### config.mk
export PLATFORM = sky130hd
export DESIGN_NAME = pwm_ramp_sequencer
export DESIGN_NICKNAME = d
export VERILOG_FILES = /design/src/rtl/pwm_ramp_sequencer.sv
export SDC_FILE = /design/constraint.sdc
export NUM_CORES = 1
export LEC_CHECK = 0
export ABC_AREA = 1
export CAP_MARGIN = 20
export CORE_MARGIN = 10
export CORE_UTILIZATION = 55
export DETAILED_ROUTE_END_ITERATION = 16
export GPL_ROUTABILITY_DRIVEN = 0
export MAX_ROUTING_LAYER = met4
export PLACE_DENSITY = 0.89
export SKIP_CTS_REPAIR_TIMING = 1
export SLEW_MARGIN = 10
export SYNTH_ARGS = -nofsm -noshare
export SYNTH_HDL_FRONTEND = slang
export SYNTH_SLANG_ARGS = --single-unit
### constraint.sdc
create_clock -name i_clk -period 11.1 [get_ports i_clk]
set_input_delay 3.33 -clock i_clk [delete_from_list [all_inputs] [get_ports i_clk]]
set_output_delay 3.33 -clock i_clk [all_outputs]
set_load 0.03 [all_outputs]
### src/rtl/pwm_ramp_sequencer.sv
// Wishbone write master that programs a pwm_timer and ramps its duty register in held steps.
// First strobe 1 cycle after start; each write holds adr/data until ack, then idles >=1 cycle.
module pwm_ramp_sequencer #(
  parameter int         HOLD_W      = 16,
  parameter int         ACK_TIMEOUT = 16,
  parameter logic [7:0] CTRL_RUN    = 8'h16
) (
  input  logic              i_clk,
  input  logic              i_rst,
  input  logic              i_start,
  input  logic              i_abort,
  input  logic [15:0]       i_divisor,
  input  logic [15:0]       i_period,
  input  logic [15:0]       i_dc_start,
  input  logic [15:0]       i_dc_end,
  input  logic [15:0]       i_dc_step,
  input  logic [HOLD_W-1:0] i_hold,
  output logic              o_wb_cyc,
  output logic              o_wb_stb,
  output logic              o_wb_we,
  output logic [3:0]        o_wb_adr,
  output logic [15:0]       o_wb_data,
  input  logic              i_wb_ack,
  output logic              o_busy,
  output logic              o_done,
  output logic              o_err,
  output logic [15:0]       o_dc_cur
);

  localparam logic [2:0] IDLE    = 3'd0;
  localparam logic [2:0] WR_DIV  = 3'd1;
  localparam logic [2:0] WR_PER  = 3'd2;
  localparam logic [2:0] WR_DC   = 3'd3;
  localparam logic [2:0] WR_CTRL = 3'd4;
  localparam logic [2:0] HOLD    = 3'd5;
  localparam logic [2:0] WR_STOP = 3'd6;

  localparam int TO_W = $clog2(ACK_TIMEOUT + 1);

  logic [2:0]        state;
  logic [15:0]       divisor_q, period_q, dc_end_q, dc_step_q, dc_nxt;
  logic [HOLD_W-1:0] hold_q, hold_cnt;
  logic [TO_W-1:0]   to_cnt;
  logic              first_pass, abort_pend, abort_q;
  logic [3:0]        wr_adr;
  logic [15:0]       wr_dat, dc_calc, dc_diff;
  logic              dc_up;

  assign o_wb_stb = o_wb_cyc;
  assign o_wb_we  = o_wb_cyc;
  assign abort_q  = abort_pend | i_abort;

  // Next duty: step toward dc_end, clamping to dc_end when the remaining gap is within one step.
  always_comb begin
    dc_up   = dc_end_q > o_dc_cur;
    dc_diff = dc_up ? (dc_end_q - o_dc_cur) : (o_dc_cur - dc_end_q);
    dc_calc = dc_end_q;
    if (dc_step_q != 16'd0 && dc_diff > dc_step_q)
      dc_calc = dc_up ? (o_dc_cur + dc_step_q) : (o_dc_cur - dc_step_q);
  end

  always_comb begin
    wr_adr = 4'd0;
    wr_dat = 16'd0;
    case (state)
      WR_DIV:  begin wr_adr = 4'd1; wr_dat = divisor_q; end
      WR_PER:  begin wr_adr = 4'd2; wr_dat = period_q;  end
      WR_DC:   begin wr_adr = 4'd3; wr_dat = dc_nxt;    end
      WR_CTRL: begin wr_adr = 4'd0; wr_dat = {8'h00, CTRL_RUN}; end
      default: begin wr_adr = 4'd0; wr_dat = 16'd0;     end
    endcase
  end

  always_ff @(posedge i_clk or posedge i_rst) begin
    if (i_rst) begin
      state      <= IDLE;
      divisor_q  <= '0;
      period_q   <= '0;
      dc_end_q   <= '0;
      dc_step_q  <= '0;
      dc_nxt     <= '0;
      hold_q     <= '0;
      hold_cnt   <= '0;
      to_cnt     <= '0;
      first_pass <= 1'b0;
      abort_pend <= 1'b0;
      o_wb_cyc   <= 1'b0;
      o_wb_adr   <= '0;
      o_wb_data  <= '0;
      o_busy     <= 1'b0;
      o_done     <= 1'b0;
      o_err      <= 1'b0;
      o_dc_cur   <= '0;
    end else begin
      o_done <= 1'b0;
      if (state != IDLE && state != WR_STOP && i_abort)
        abort_pend <= 1'b1;
      case (state)
        IDLE: begin
          if (i_start) begin
            divisor_q  <= i_divisor;
            period_q   <= i_period;
            dc_end_q   <= i_dc_end;
            dc_step_q  <= i_dc_step;
            dc_nxt     <= i_dc_start;
            hold_q     <= (i_hold == '0) ? HOLD_W'(1) : i_hold;
            first_pass <= 1'b1;
            abort_pend <= 1'b0;
            o_err      <= 1'b0;
            o_busy     <= 1'b1;
            o_wb_cyc   <= 1'b1;
            o_wb_adr   <= 4'd1;
            o_wb_data  <= i_divisor;
            to_cnt     <= '0;
            state      <= WR_DIV;
          end
        end
        HOLD: begin
          if (abort_q) begin
            state <= WR_STOP;
          end else if (hold_cnt == hold_q - HOLD_W'(1)) begin
            if (o_dc_cur == dc_end_q) begin
              state <= WR_STOP;
            end else begin
              dc_nxt <= dc_calc;
              state  <= WR_DC;
            end
          end else begin
            hold_cnt <= hold_cnt + HOLD_W'(1);
          end
        end
        WR_DIV, WR_PER, WR_DC, WR_CTRL, WR_STOP: begin
          if (!o_wb_cyc) begin
            // Idle gap cycle between transfers; an abort here skips straight to the stop write.
            if (abort_q && state != WR_STOP) begin
              state <= WR_STOP;
            end else begin
              o_wb_cyc  <= 1'b1;
              o_wb_adr  <= wr_adr;
              o_wb_data <= wr_dat;
              to_cnt    <= '0;
            end
          end else if (i_wb_ack) begin
            o_wb_cyc <= 1'b0;
            hold_cnt <= '0;
            if (state == WR_DC)
              o_dc_cur <= o_wb_data;
            if (state == WR_STOP) begin
              state  <= IDLE;
              o_busy <= 1'b0;
              o_done <= ~abort_pend;
            end else if (abort_q) begin
              state <= WR_STOP;
            end else if (state == WR_DIV) begin
              state <= WR_PER;
            end else if (state == WR_PER) begin
              state <= WR_DC;
            end else if (state == WR_DC) begin
              state <= first_pass ? WR_CTRL : HOLD;
            end else begin
              first_pass <= 1'b0;
              state      <= HOLD;
            end
          end else if (to_cnt == TO_W'(ACK_TIMEOUT - 1)) begin
            o_wb_cyc <= 1'b0;
            o_err    <= 1'b1;
            o_busy   <= 1'b0;
            state    <= IDLE;
          end else begin
            to_cnt <= to_cnt + TO_W'(1);
          end
        end
        default: state <= IDLE;
      endcase
    end
  end

endmodule

==> run summary, run 1 <==
status = finished, final reports clean
asr flop ratio synth = 1.00
WL met2 = 15.8 mm
crit path launch = o_dc_cur[10]
Final Hold Viols = 0
EDFF count, synth = 0
boundary pin count = 143
share of layout cells above drive strength 1 = 0.0427
CP most frequent cell = nand2_1
slowest cell delay on critical path = 0.80 ns
critical path class = flop to flop
DRC violations left = 0
Worst Max-Slew Pin Slew = 1.12 ns
CTS Root Cell = clkbuf_16
fillcell total = 1597
worst path buffer plus inverter count = 7
DIE HEIGHT = 163 µm
Top FF cell, synth = dfrtp_1
CTS H-Tree Depth = 4
total gr overflow = 0
worst hold path type = flop to flop
Final Max Slew Viols = 0
Synth Cell Area = 0.0113 mm²
TritonCTS clock tree = done
die area = 0.0267 mm²
largest net degree at the start of global routing = 104
row count = 52
Worst Path Arrival = 6.40 ns
clk slew on worst S/H paths = 0.09 ns
Placed Area = 0.0128 mm²
slowest library cell on the worst path = nand2_1
Largest delay share family, worst path = simple AND/OR/NAND/NOR gates
nets = 1891
GRT Resource Usage Total = 0.261
yosys warns = 0
leading area contributor after synthesis = dfrtp_1
highest routed layer = met4
Area Growth Syn to Fin = 19.4%
Setup Viol. Count Final = 0
Tcrit/Tclk final = 0.545
clock buffer depth = 2
Max Cap Viol = 0
routed wire length = 34.2 mm
Worst Skew = 0.0161 ns
reg2reg start = o_dc_cur[10]
post-route minimum period = 6.05 ns
FMAX = 165 MHz
Die Span X = 163 µm
RSZ-0062 raised after global routing = no
DR iter-0 viols = 1241
DP HPWL = 25.3 mm
total core area = 0.0202 mm²
Post-Syn Instances = 1606
first-pass GRT wire length = 55.4 mm
critical hold path startpoint = period_q[10]
Vias = 11500
starting density of the core = 0.558
WL met1 = 13.8 mm
Mapped Avg Cell Area = 7.03 µm²
WL/cell = 17.1 µm
# diodes = 0
post-synthesis cell type count = 51
number of global-route vias before repair = 11100
clock latency on the worst-skew pair = 0.46 ns
Worst slew margin = 0.251
Required @ worst endpoint = 11.45 ns
drt pass-1 iters = 12
crit end category = flop
Fin Setup TNS = 0 ns
post-route cell area = 0.0135 mm²
initial antenna violation count = 0
register area share after synthesis = 0.355
Yosys top cell area share = 0.355
post-route ant nets = 0
largest cells by area after synthesis = dfrtp_1, nand2_1, ha_1, o21ai_0, inv_1
most common cell after layout, fill and taps aside = nand2_1
commonest non-fill, non-tap cells in the layout = nand2_1, inv_1, dfrtp_1, clkdlybuf4s50_1, o21ai_0
CTS Sinks = 160
TritonCTS Buffers = 17
Yosys reg bits = 160
vias per cell = 5.74
crit path max fanout = 29
wire length on met3 = 3.16 mm
CP Launch Type = flop
Buffers on Ports = 140
[synth_stat cells, types with 5 or more instances]
cell type,number
nand2_1,506
a21oi_1,67
xor2_1,58
buf_2,13
nand4_1,12
o211ai_1,15
o2111ai_1,5
inv_1,183
o21ai_0,138
ha_1,67
a31oi_1,6
a22oi_1,15
o21ai_1,12
o21a_1,5
nand2_2,5
buf_4,9
nor3_1,16
dfrtp_1,160
nor4_1,9
inv_2,10
xnor2_1,11
nand3_1,90
nor2_2,6
nor2_1,125
clkbuf_1,27
[worst reg2reg max path, delay by kind of cell (launching register included)]
family	cells	cell delay, ns
flops	1	0.49
fa+ha+maj	2	0.69
simple gates	17	3.05
compound gates	3	0.52
buf+inv	7	1.20
[cell type report]
cell class              count  area, µm²  share of cell area
multi-input cells        1199       6300               0.467
flip-flops and latches    160       4000               0.297
repair buffers            146       1460               0.108
inverters                 196        741              0.0549
clock buffers              17        425              0.0315
well taps                 270        338              0.0250
clock inverters            15        223              0.0165
[logic make-up (layout without fill, tap and decap cells)]
family,count (synthesis),after routing,synth area share
compound gates,274,274,0.137
xor+xnor,69,69,0.0535
fa+ha+maj,70,70,0.0796
buf+inv,248,374,0.0883
flops,160,160,0.355
mux,2,2,0.00188
other cells,1,2,0.000332
simple gates,782,782,0.285
[per-layer routing]
layer,vias to the layer above,GRT usage
met4,0,0.122
met5,-,-
li1,5408,-
met3,142,0.0400
met1,5269,0.320
met2,684,0.416
[flip-flops by register name, indices dropped and copies added (netlist names), 2 cells and up]
name and flops:
to_cnt 5, hold_cnt 16, dc_end_q 16, state 3, o_wb_adr 2, dc_nxt 16, hold_q 16, o_dc_cur 16
o_wb_data 16, divisor_q 16, dc_step_q 16, period_q 16
[path summary, 6_finish.rpt]
path | slack (ns) | cells after the start | endpoint
worst min-delay path | 0.49 | 2 | period_q[10]
max in group asynchronous | 6.29 | 3 | dc_step_q[1]
worst max-delay path | 5.05 | 29 | dc_nxt[6]
min in group asynchronous | 3.44 | 2 | divisor_q[12]
worst max register to register | 5.05 | 29 | dc_nxt[6]
worst min register to register | 0.49 | 2 | period_q[10]
[stage by stage]
| stage | hold WS (ns) | utilization | cells | setup WS (ns) |
|---|---|---|---|---|
| floorplan | 0.431 | - | 1607 | 3.45 |
| global placement | 0.464 | 0.633 | 1969 | 5.17 |
| detailed placement | 0.467 | 0.634 | 1970 | 5.12 |
| CTS | 0.493 | 0.666 | 2002 | 5.28 |
| global route | 0.519 | 0.667 | 2003 | 4.65 |
| finish | 0.488 | 0.667 | 2003 | 5.05 |
Power of run 1 is left out: the tool's default activity adds up to more than one toggle a clock period on the data nets, which glitch-free logic cannot reach.
==> run 2: changes to the inputs <==
CORE_UTILIZATION = 51   (was 55)
PLACE_DENSITY = 0.87   (was 0.89)
clock period = 5.3 ns   (was 11.1 ns; I/O delays follow)
==> run 2 against run 1 <==
  * Die area grew 6.9%
  * Register-to-register slack lost 4.5 ns
  * Worst hold slack got worse by 0.012 ns
  * Maximum frequency rose by 27%
  * Wire length rose by 4.8%
  * Clock-buffer cell count stayed put
  * Critical path type unchanged
  * Via count grew 0.83%
  * Utilization is 4.6 points lower
==> run summary, run 2 (synthesis results as in run 1) <==
status = finished, final reports clean
die area = 0.0285 mm² (+6.9%)
share of layout cells above drive strength 1 = 0.0466 (+0.00385)
Post-Route Utilization = 0.620 (-0.0461)
TritonCTS clock tree = done
CTS Root Cell = clkbuf_16
slowest library cell on the worst path = dfrtp_1
row count = 54 (+3.8%)
Tcrit/Tclk final = 0.901 (+0.356)
reg2reg start = o_dc_cur[8]
CP most frequent cell = nand2_1
RSZ-0062 raised after global routing = no
DP HPWL = 27.1 mm (+7.3%)
drt pass-1 iters = 8 (-4)
critical hold path startpoint = abort_pend
reg2reg end = dc_nxt[15]
Die Span X = 169 µm (+3.4%)
DIE HEIGHT = 169 µm (+3.4%)
Placed Area = 0.0129 mm² (+0.64%)
first-pass GRT wire length = 58.0 mm (+4.7%)
Buffers on Ports = 140 (unchanged)
Max Cap Viol = 0 (unchanged)
clock latency on the worst-skew pair = 0.44 ns (-0.02 ns)
crit path max fanout = 28 (-3.4%)
met1 Track Usage GR = 0.320 (+0.000389)
FMAX = 209 MHz (+27%)
clk slew on worst S/H paths = 0.07 ns (-0.02 ns)
starting density of the core = 0.517 (-0.0406)
area of the multi-input gates = 0.00630 mm² (unchanged)
grt met3 use = 0.0565 (+0.0165)
CP endpoint = dc_nxt[15]
slowest cell delay on critical path = 0.53 ns (-0.27 ns)
vias per cell = 5.74 (about the same)
CTS Sinks = 160 (unchanged)
register area = 0.00400 mm² (unchanged)
Worst Skew = 0.0171 ns (+0.00105 ns)
TritonCTS Buffers = 17 (unchanged)
largest net degree at the start of global routing = 104 (unchanged)
Final Hold Viols = 0 (unchanged)
CTS H-Tree Depth = 4 (unchanged)
number of global-route vias before repair = 11100 (-0.099%)
boundary pin count = 143 (unchanged)
WL/cell = 17.8 µm (+3.9%)
nets = 1898 (+0.37%)
Required @ worst endpoint = 5.61 ns (-5.84 ns)
critical path class = flop to flop
post-route minimum period = 4.77 ns (-1.27 ns)
DR iter-0 viols = 1272 (+2.5%)
total gr overflow = 0 (unchanged)
Worst slew margin = 0.363 (+0.112)
# diodes = 0 (unchanged)
total core area = 0.0218 mm² (+7.9%)
Top Usage Layer GRT = met2
clock buffer depth = 2 (unchanged)
Final Max Slew Viols = 0 (unchanged)
Worst Path Arrival = 5.08 ns (-1.32 ns)
crit path launch = o_dc_cur[8]
CP Launch Type = flop
Setup Viol. Count Final = 0 (unchanged)
Worst Max-Slew Pin Slew = 0.956 ns (-0.168 ns)
GRT Resource Usage Total = 0.255 (-0.00607)
routed wire length = 35.9 mm (+4.8%)
commonest non-fill, non-tap cells in the layout = nand2_1, inv_1, dfrtp_1, clkdlybuf4s50_1, o21ai_0
Area Growth Syn to Fin = 19.9%
initial antenna violation count = 0 (unchanged)
fillcell total = 1867 (+17%)
Vias = 11600 (+0.83%)
post-route cell area = 0.0135 mm² (+0.40%)
GR Layer Usage met2 = 0.394 (-0.0227)
post-route ant nets = 0 (unchanged)
Reg2Reg Setup Slack = 0.53 ns (-4.53 ns)
worst hold path type = flop to flop
DRC violations left = 0 (unchanged)
Fin Setup TNS = 0 ns (unchanged)
Worst Reg-to-Reg Cells = 29 (unchanged)
crit end category = flop
most common cell after layout, fill and taps aside = nand2_1
==> run 2: changes by cell type in the layout (fill, tap and decap cells not counted) <==
cell        change
buf_12          +1
clkinvlp_4      +1
inv_6           +1
clkinv_8        +2
inv_12          -5
inv_16          -1
buf_4           +4
buf_8           +1
buf_6           +1
clkinv_4        +2
==> run 2: per-layer routing <==
metal,vias up,wire [µm]
met1,5353,14300
li1,5417,-
met5,-,0
met3,127,3760
met2,701,16300
met4,0,1500
==> run 2: final cells by class <==
type	instances	area share
multi-input combinational	1199	0.465
inverter	196	0.0546
timing repair buffer	153	0.113
tap	280	0.0259
clock inverter	15	0.0140
sequential	160	0.296
clock buffer	17	0.0314
==> run 2: critical path: cells and delay by family, from the launching register on <==
family                   cells  cell delay (ns)
multiplexers                 1             0.26
adder cells (fa/ha/maj)      2             0.68
AND/OR/NAND/NOR             16             1.42
XOR/XNOR                     1             0.17
AO/OA/AOI/OAI                2             0.26
flip-flops                   1             0.53
buffers and inverters        7             1.29
==> run 2: through the flow <==
step                      hold WS, ns  setup WS, ns  std cells
after floorplan                 0.431          1.51       1607
after global placement          0.458         0.974       1986
after detailed placement        0.464         0.773       1986
after CTS                       0.475         0.681       2018
after global routing            0.510         0.193       2020
final                           0.476         0.525       2020
==> run 2: worst min path at each step <==
stage | cells past startpoint | to | slack, ns
floorplan | 1 | o_done | 0.43
global route | 2 | period_q[13] | 0.51
CTS | 1 | o_done | 0.48
finish | 1 | o_done | 0.48
detailed placement | 1 | o_done | 0.46
global placement | 1 | o_done | 0.46
Power of run 2 is left out for the same reason.
